`src/rtl/multiword_add_sequencer.sv`:
```
// Multi-word adder/subtractor that reuses one ADDER_WIDTH-bit lookahead adder,
// processing one word per cycle from LSW to MSW under a valid/ready handshake.

module lookahead_adder #(
    parameter int WIDTH = 8
) (
    input  logic [WIDTH-1:0] a,
    input  logic [WIDTH-1:0] b,
    input  logic             cin,
    output logic [WIDTH-1:0] sum,
    output logic             cout
);

    logic [WIDTH-1:0] gen;
    logic [WIDTH-1:0] prop;
    logic [WIDTH:0]   carries;

    // Every carry is a flat sum-of-products of generate/propagate terms, so no
    // carry depends on a neighbouring carry signal.
    function automatic logic [WIDTH:0] lookahead(input logic [WIDTH-1:0] g,
                                                 input logic [WIDTH-1:0] p,
                                                 input logic             c0);
        logic [WIDTH:0] c;
        logic           acc;
        logic           prod;
        c    = '0;
        c[0] = c0;
        for (int i = 0; i < WIDTH; i++) begin
            acc  = g[i];
            prod = p[i];
            for (int j = i - 1; j >= 0; j--) begin
                acc  = acc | (prod & g[j]);
                prod = prod & p[j];
            end
            c[i+1] = acc | (prod & c0);
        end
        return c;
    endfunction

    assign gen     = a & b;
    assign prop    = a ^ b;
    assign carries = lookahead(gen, prop, cin);
    assign sum     = prop ^ carries[WIDTH-1:0];
    assign cout    = carries[WIDTH];

endmodule

module multiword_add_sequencer #(
    parameter int ADDER_WIDTH = 8,
    parameter int NUM_WORDS   = 4,
    localparam int W          = ADDER_WIDTH * NUM_WORDS
) (
    input  logic         iClk,
    input  logic         iRst,
    input  logic         iValid,
    output logic         oReady,
    input  logic [W-1:0] iA,
    input  logic [W-1:0] iB,
    input  logic         iCarry,
    input  logic         iSub,
    output logic         oValid,
    input  logic         iReady,
    output logic [W-1:0] oSum,
    output logic         oCarry,
    output logic         oOverflow,
    output logic         oBusy
);

    localparam int IDX_W = ($clog2(NUM_WORDS) > 0) ? $clog2(NUM_WORDS) : 1;
    localparam logic [IDX_W-1:0] LAST_IDX = IDX_W'(NUM_WORDS - 1);

    typedef enum logic [1:0] {
        IDLE,
        RUN,
        DONE
    } state_t;

    state_t state;
    state_t state_next;

    logic [NUM_WORDS-1:0][ADDER_WIDTH-1:0] a_words;
    logic [NUM_WORDS-1:0][ADDER_WIDTH-1:0] b_words;
    logic [NUM_WORDS-1:0][ADDER_WIDTH-1:0] sum_words;

    logic [IDX_W-1:0]       idx;
    logic                   carry;
    logic                   carry_out;
    logic                   overflow;
    logic [ADDER_WIDTH-1:0] word_sum;
    logic                   word_cout;
    logic                   accept;
    logic                   last_word;
    logic                   top_ovf;

    assign accept    = (state == IDLE) && iValid;
    assign last_word = (idx == LAST_IDX);

    lookahead_adder #(
        .WIDTH(ADDER_WIDTH)
    ) u_adder (
        .a   (a_words[idx]),
        .b   (b_words[idx]),
        .cin (carry),
        .sum (word_sum),
        .cout(word_cout)
    );

    // b_words already holds the inverted B for subtraction, so one rule covers both.
    assign top_ovf = (a_words[NUM_WORDS-1][ADDER_WIDTH-1] == b_words[NUM_WORDS-1][ADDER_WIDTH-1])
                     && (word_sum[ADDER_WIDTH-1] != a_words[NUM_WORDS-1][ADDER_WIDTH-1]);

    always_ff @(posedge iClk) begin
        if (iRst) begin
            state <= IDLE;
        end else begin
            state <= state_next;
        end
    end

    always_comb begin
        state_next = state;
        case (state)
            IDLE: if (iValid)    state_next = RUN;
            RUN:  if (last_word) state_next = DONE;
            DONE: if (iReady)    state_next = IDLE;
            default:             state_next = IDLE;
        endcase
    end

    // Operand capture has no reset: operands are only consumed after an accept.
    always_ff @(posedge iClk) begin
        if (!iRst && accept) begin
            a_words <= iA;
            b_words <= iSub ? ~iB : iB;
        end
    end

    always_ff @(posedge iClk) begin
        if (iRst) begin
            idx       <= '0;
            carry     <= 1'b0;
            sum_words <= '0;
            carry_out <= 1'b0;
            overflow  <= 1'b0;
        end else begin
            case (state)
                IDLE: begin
                    if (iValid) begin
                        carry <= iCarry | iSub;
                        idx   <= '0;
                    end
                end
                RUN: begin
                    sum_words[idx] <= word_sum;
                    carry          <= word_cout;
                    if (last_word) begin
                        idx       <= '0;
                        carry_out <= word_cout;
                        overflow  <= top_ovf;
                    end else begin
                        idx <= idx + 1'b1;
                    end
                end
                default: begin
                end
            endcase
        end
    end

    assign oReady    = (state == IDLE);
    assign oBusy     = (state == RUN);
    assign oValid    = (state == DONE);
    assign oSum      = sum_words;
    assign oCarry    = carry_out;
    assign oOverflow = overflow;

endmodule
```
`config.mk`:
```
export PLATFORM = sky130hd
export DESIGN_NAME = multiword_add_sequencer
export DESIGN_NICKNAME = d
export VERILOG_FILES = /design/src/rtl/multiword_add_sequencer.sv
export SDC_FILE = /design/constraint.sdc
export NUM_CORES = 1
export LEC_CHECK = 0
export CORE_AREA = 2 2 104 106
export DETAILED_ROUTE_END_ITERATION = 16
export DIE_AREA = 0 0 106 108
export GPL_ROUTABILITY_DRIVEN = 0
export PLACE_DENSITY = 0.72
export SLEW_MARGIN = 5
export SYNTH_ARGS = -nofsm -noshare
export SYNTH_HDL_FRONTEND = slang
export SYNTH_SLANG_ARGS = --single-unit
```
`constraint.sdc`:
```
create_clock -name iClk -period 6.62 [get_ports iClk]
set_input_delay 1.324 -clock iClk [delete_from_list [all_inputs] [get_ports iClk]]
set_output_delay 1.324 -clock iClk [all_outputs]
set_load 0.01 [all_outputs]
```
==> flow_summary.toml <==
[sta]
maxSlewHeadroom_pct = 43.8
slew_viol_final = 0
min_period_ns = 3.42
hold_viol = 0
fin_ws_ns = 3.20
fin_tns_setup_ns = 0
fin_crit_sh_pct = 51.6
rsz0062_at_grt = "no"
worstMarginPinSlew_ns = 0.842
clock_skew_ns = 0.0116
setup_viol = 0
timing.fmax_mhz = 293

[placement]
place_hpwl_um = 6630
port_buffers = 106
place_ws_ns = 3.42

[grt]
grt_overflow = 0
grtUsageTotal_pct = 16.3
grt_start_max_net_pins = 65
grt_pass1_wl_um = 14500
grt_pass1_vias = 2946
antenna_found_initial = 0

[power]
p_per_area_nw_per_um2 = 225
vdd_drop_max_mv = 0.100
power_w = 0.00132
leakage_nw = 1.99

[setup_path]
path_cells = "nor2b_1, clkdlybuf4s50_1"
slowest_delay_ns = 0.67
endpoint_kind = "output port"
cpLargestDelayFamily = "buffers and inverters"
path_buf_inv = 1
path_max_fanout = 12
crit_path_top_delay_cell = "clkdlybuf4s50_1"
required_ns = 5.30
crit_type = "reg2out"
cp.arrival_ns = 2.09
start_kind = "flip-flop"

[cells_and_area]
drive_gt1_share_pct = 8.72
syn_to_final_growth_pct = 29.7
final_cell_mix = "105 x clkdlybuf4s50_1, 64 x edfxtp_1, 41 x nand2_1"
mostFrequentLayoutCell = "clkdlybuf4s50_1"
utilization_pct = 57.2
fin_nets = 525
insertedDiodeCount = 0
nFillCells = 857

[route]
vias_per_cell = 5.06
routed_wl_um = 8750
drt_pass1_iterations = 5
drtAntennaViolNets = 0
drcViolationCount = 0
drt_iter0_drc = 137
vias = 2952
wl_per_cell_um = 15.0

[floorplanning]
die-area_um2 = 11400
die_x_um = 106
start_util_pct = 44.1
io_pins = 107
die_h_um = 108
core-area_um2 = 10200
std_cell_rows = 37

[run]
cap_viol_max_count = 0

[synthesis]
ys_seq_area_share_pct = 59.9
synth_simple_gate_area_share_pct = 9.96
yosysUniqueCellTypes = 38
yosys.area_share.adder_pct = 3.77
synthArstFlopShare_pct = 0
synthMuxAreaShare_pct = 8.21
synth_compound_area_share_pct = 8.13
yosys.area.top_type = "edfxtp_1"
synthXorXnorAreaFrac_pct = 7.18
synth_top_area_share_pct = 42.6
synth_top_family_by_area = "simple AND/OR/NAND/NOR gates"
ys.flop_type = "edfxtp_1"
synth-seq-cells = 103
syn_inst = 346
syn-num-nets = 429
netlist_area_um2 = 4510
syn_avg_cell_area_um2 = 13.0
synth_edf_count = 64
synth_area_leaders = "edfxtp_1 43%, dfxtp_1 17%, mux4_2 8.0%"
synth_warnings = 0

[run_status]
run_status = "completed"

[clocking]
cts_sinks = 103
cts_setup_buffers = 0
cts_buffers = 9
holdBufCountCts = 0
cts_buffer_depth = 2
cts_tree = "yes"
h-tree-depth = 3
clk-insertion-delay-late_ns = 0.37
ctsRootBufferMaster = "clkbuf_8"
clk_pin_slew_ns = 0.10
cts-resized-gates = 0

[min_path]
hp-class = "reg2reg"
-- final cells by class --
class                   count  area [um^2]  share of cell area, %
flip-flops and latches    103         2700                   46.2
multi-input cells         212         1690                   28.8
repair buffers            109         1080                   18.4
clock inverters             7         62.6                   1.07
well taps                 136          170                   2.91
clock buffers               9          124                   2.12
inverters                   7         26.3                  0.449
-- final timing paths --
| path | endpoint | startpoint | slack [ns] | cells after the start |
|---|---|---|---|---|
| max reg2reg | oOverflow | idx[1] | 3.48 | 7 |
| min reg2reg | oSum[31] | oSum[31] | 0.46 | 2 |
| max | oBusy | state[0] | 3.20 | 2 |
| min | oSum[31] | oSum[31] | 0.46 | 2 |
-- cells by family (layout without fill, tap and decap cells) --
group	count (synthesis)	after routing
adder cells (fa/ha/maj)	13	13
flip-flops	103	103
buffers and inverters	31	132
AO/OA/AOI/OAI	53	53
XOR/XNOR	37	37
multiplexers	17	17
AND/OR/NAND/NOR	92	92
-- routing by layer --
layer  global-route usage, %  vias up  wire [um]
met3                    3.13       13        499
met2                    25.9      107       4070
met4                    5.55        0        148
met1                    22.6     1374       4030
li1                        -     1458          -
met5                       0        -          0
-- cells in the mapped netlist, types with 2 or more instances --
library cell and n:
a211oi_1 6, a21o_1 3, a21oi_1 20, a22oi_1 2, a31oi_1 2, and2_0 3
and2_1 3, buf_1 4, buf_2 3, clkbuf_1 16, dfxtp_1 39, edfxtp_1 64
ha_1 12, inv_1 7, mux4_2 16, nand2_1 41, nand2b_1 2, nand3_1 7
nand3b_1 13, nor2_1 11, nor2b_1 3, nor3_1 7, o21bai_1 2, o311ai_0 4
o31ai_1 8, xnor2_1 2, xor2_1 35
-- flip-flops by register name, summed over array words and instances (netlist names) --
register	flops
a_words	32
b_words	32
carry	1
idx	2
oCarry	1
oOverflow	1
oSum	32
state	2
-- per-stage QoR --
stage | instance area [um^2] | hold WS, ns | instances
5_1_grt | 5850 | 0.492 | 583
6_report | 5850 | 0.464 | 583
3_5_place_dp | 5670 | 0.452 | 567
4_1_cts | 5850 | 0.466 | 583
2_1_floorplan | 4510 | 0.456 | 346
3_3_place_gp | 5670 | 0.449 | 567
-- where the power goes --
part | total (W) | switching (W) | internal, W
Combinational | 0.000224 | 0.000113 | 0.000110
Clock | 0.000369 | 0.000224 | 0.000145
Sequential | 0.000726 | 0.0000120 | 0.000714
Total | 0.00132 | 0.000349 | 0.000970
-- tightest hold or removal path: stages, from the launching register on --
cell and delay, ns:
dfxtp_1 0.32, nand2_1 0.05, a21oi_1 0.05
(Power assumes the default switching activity.)
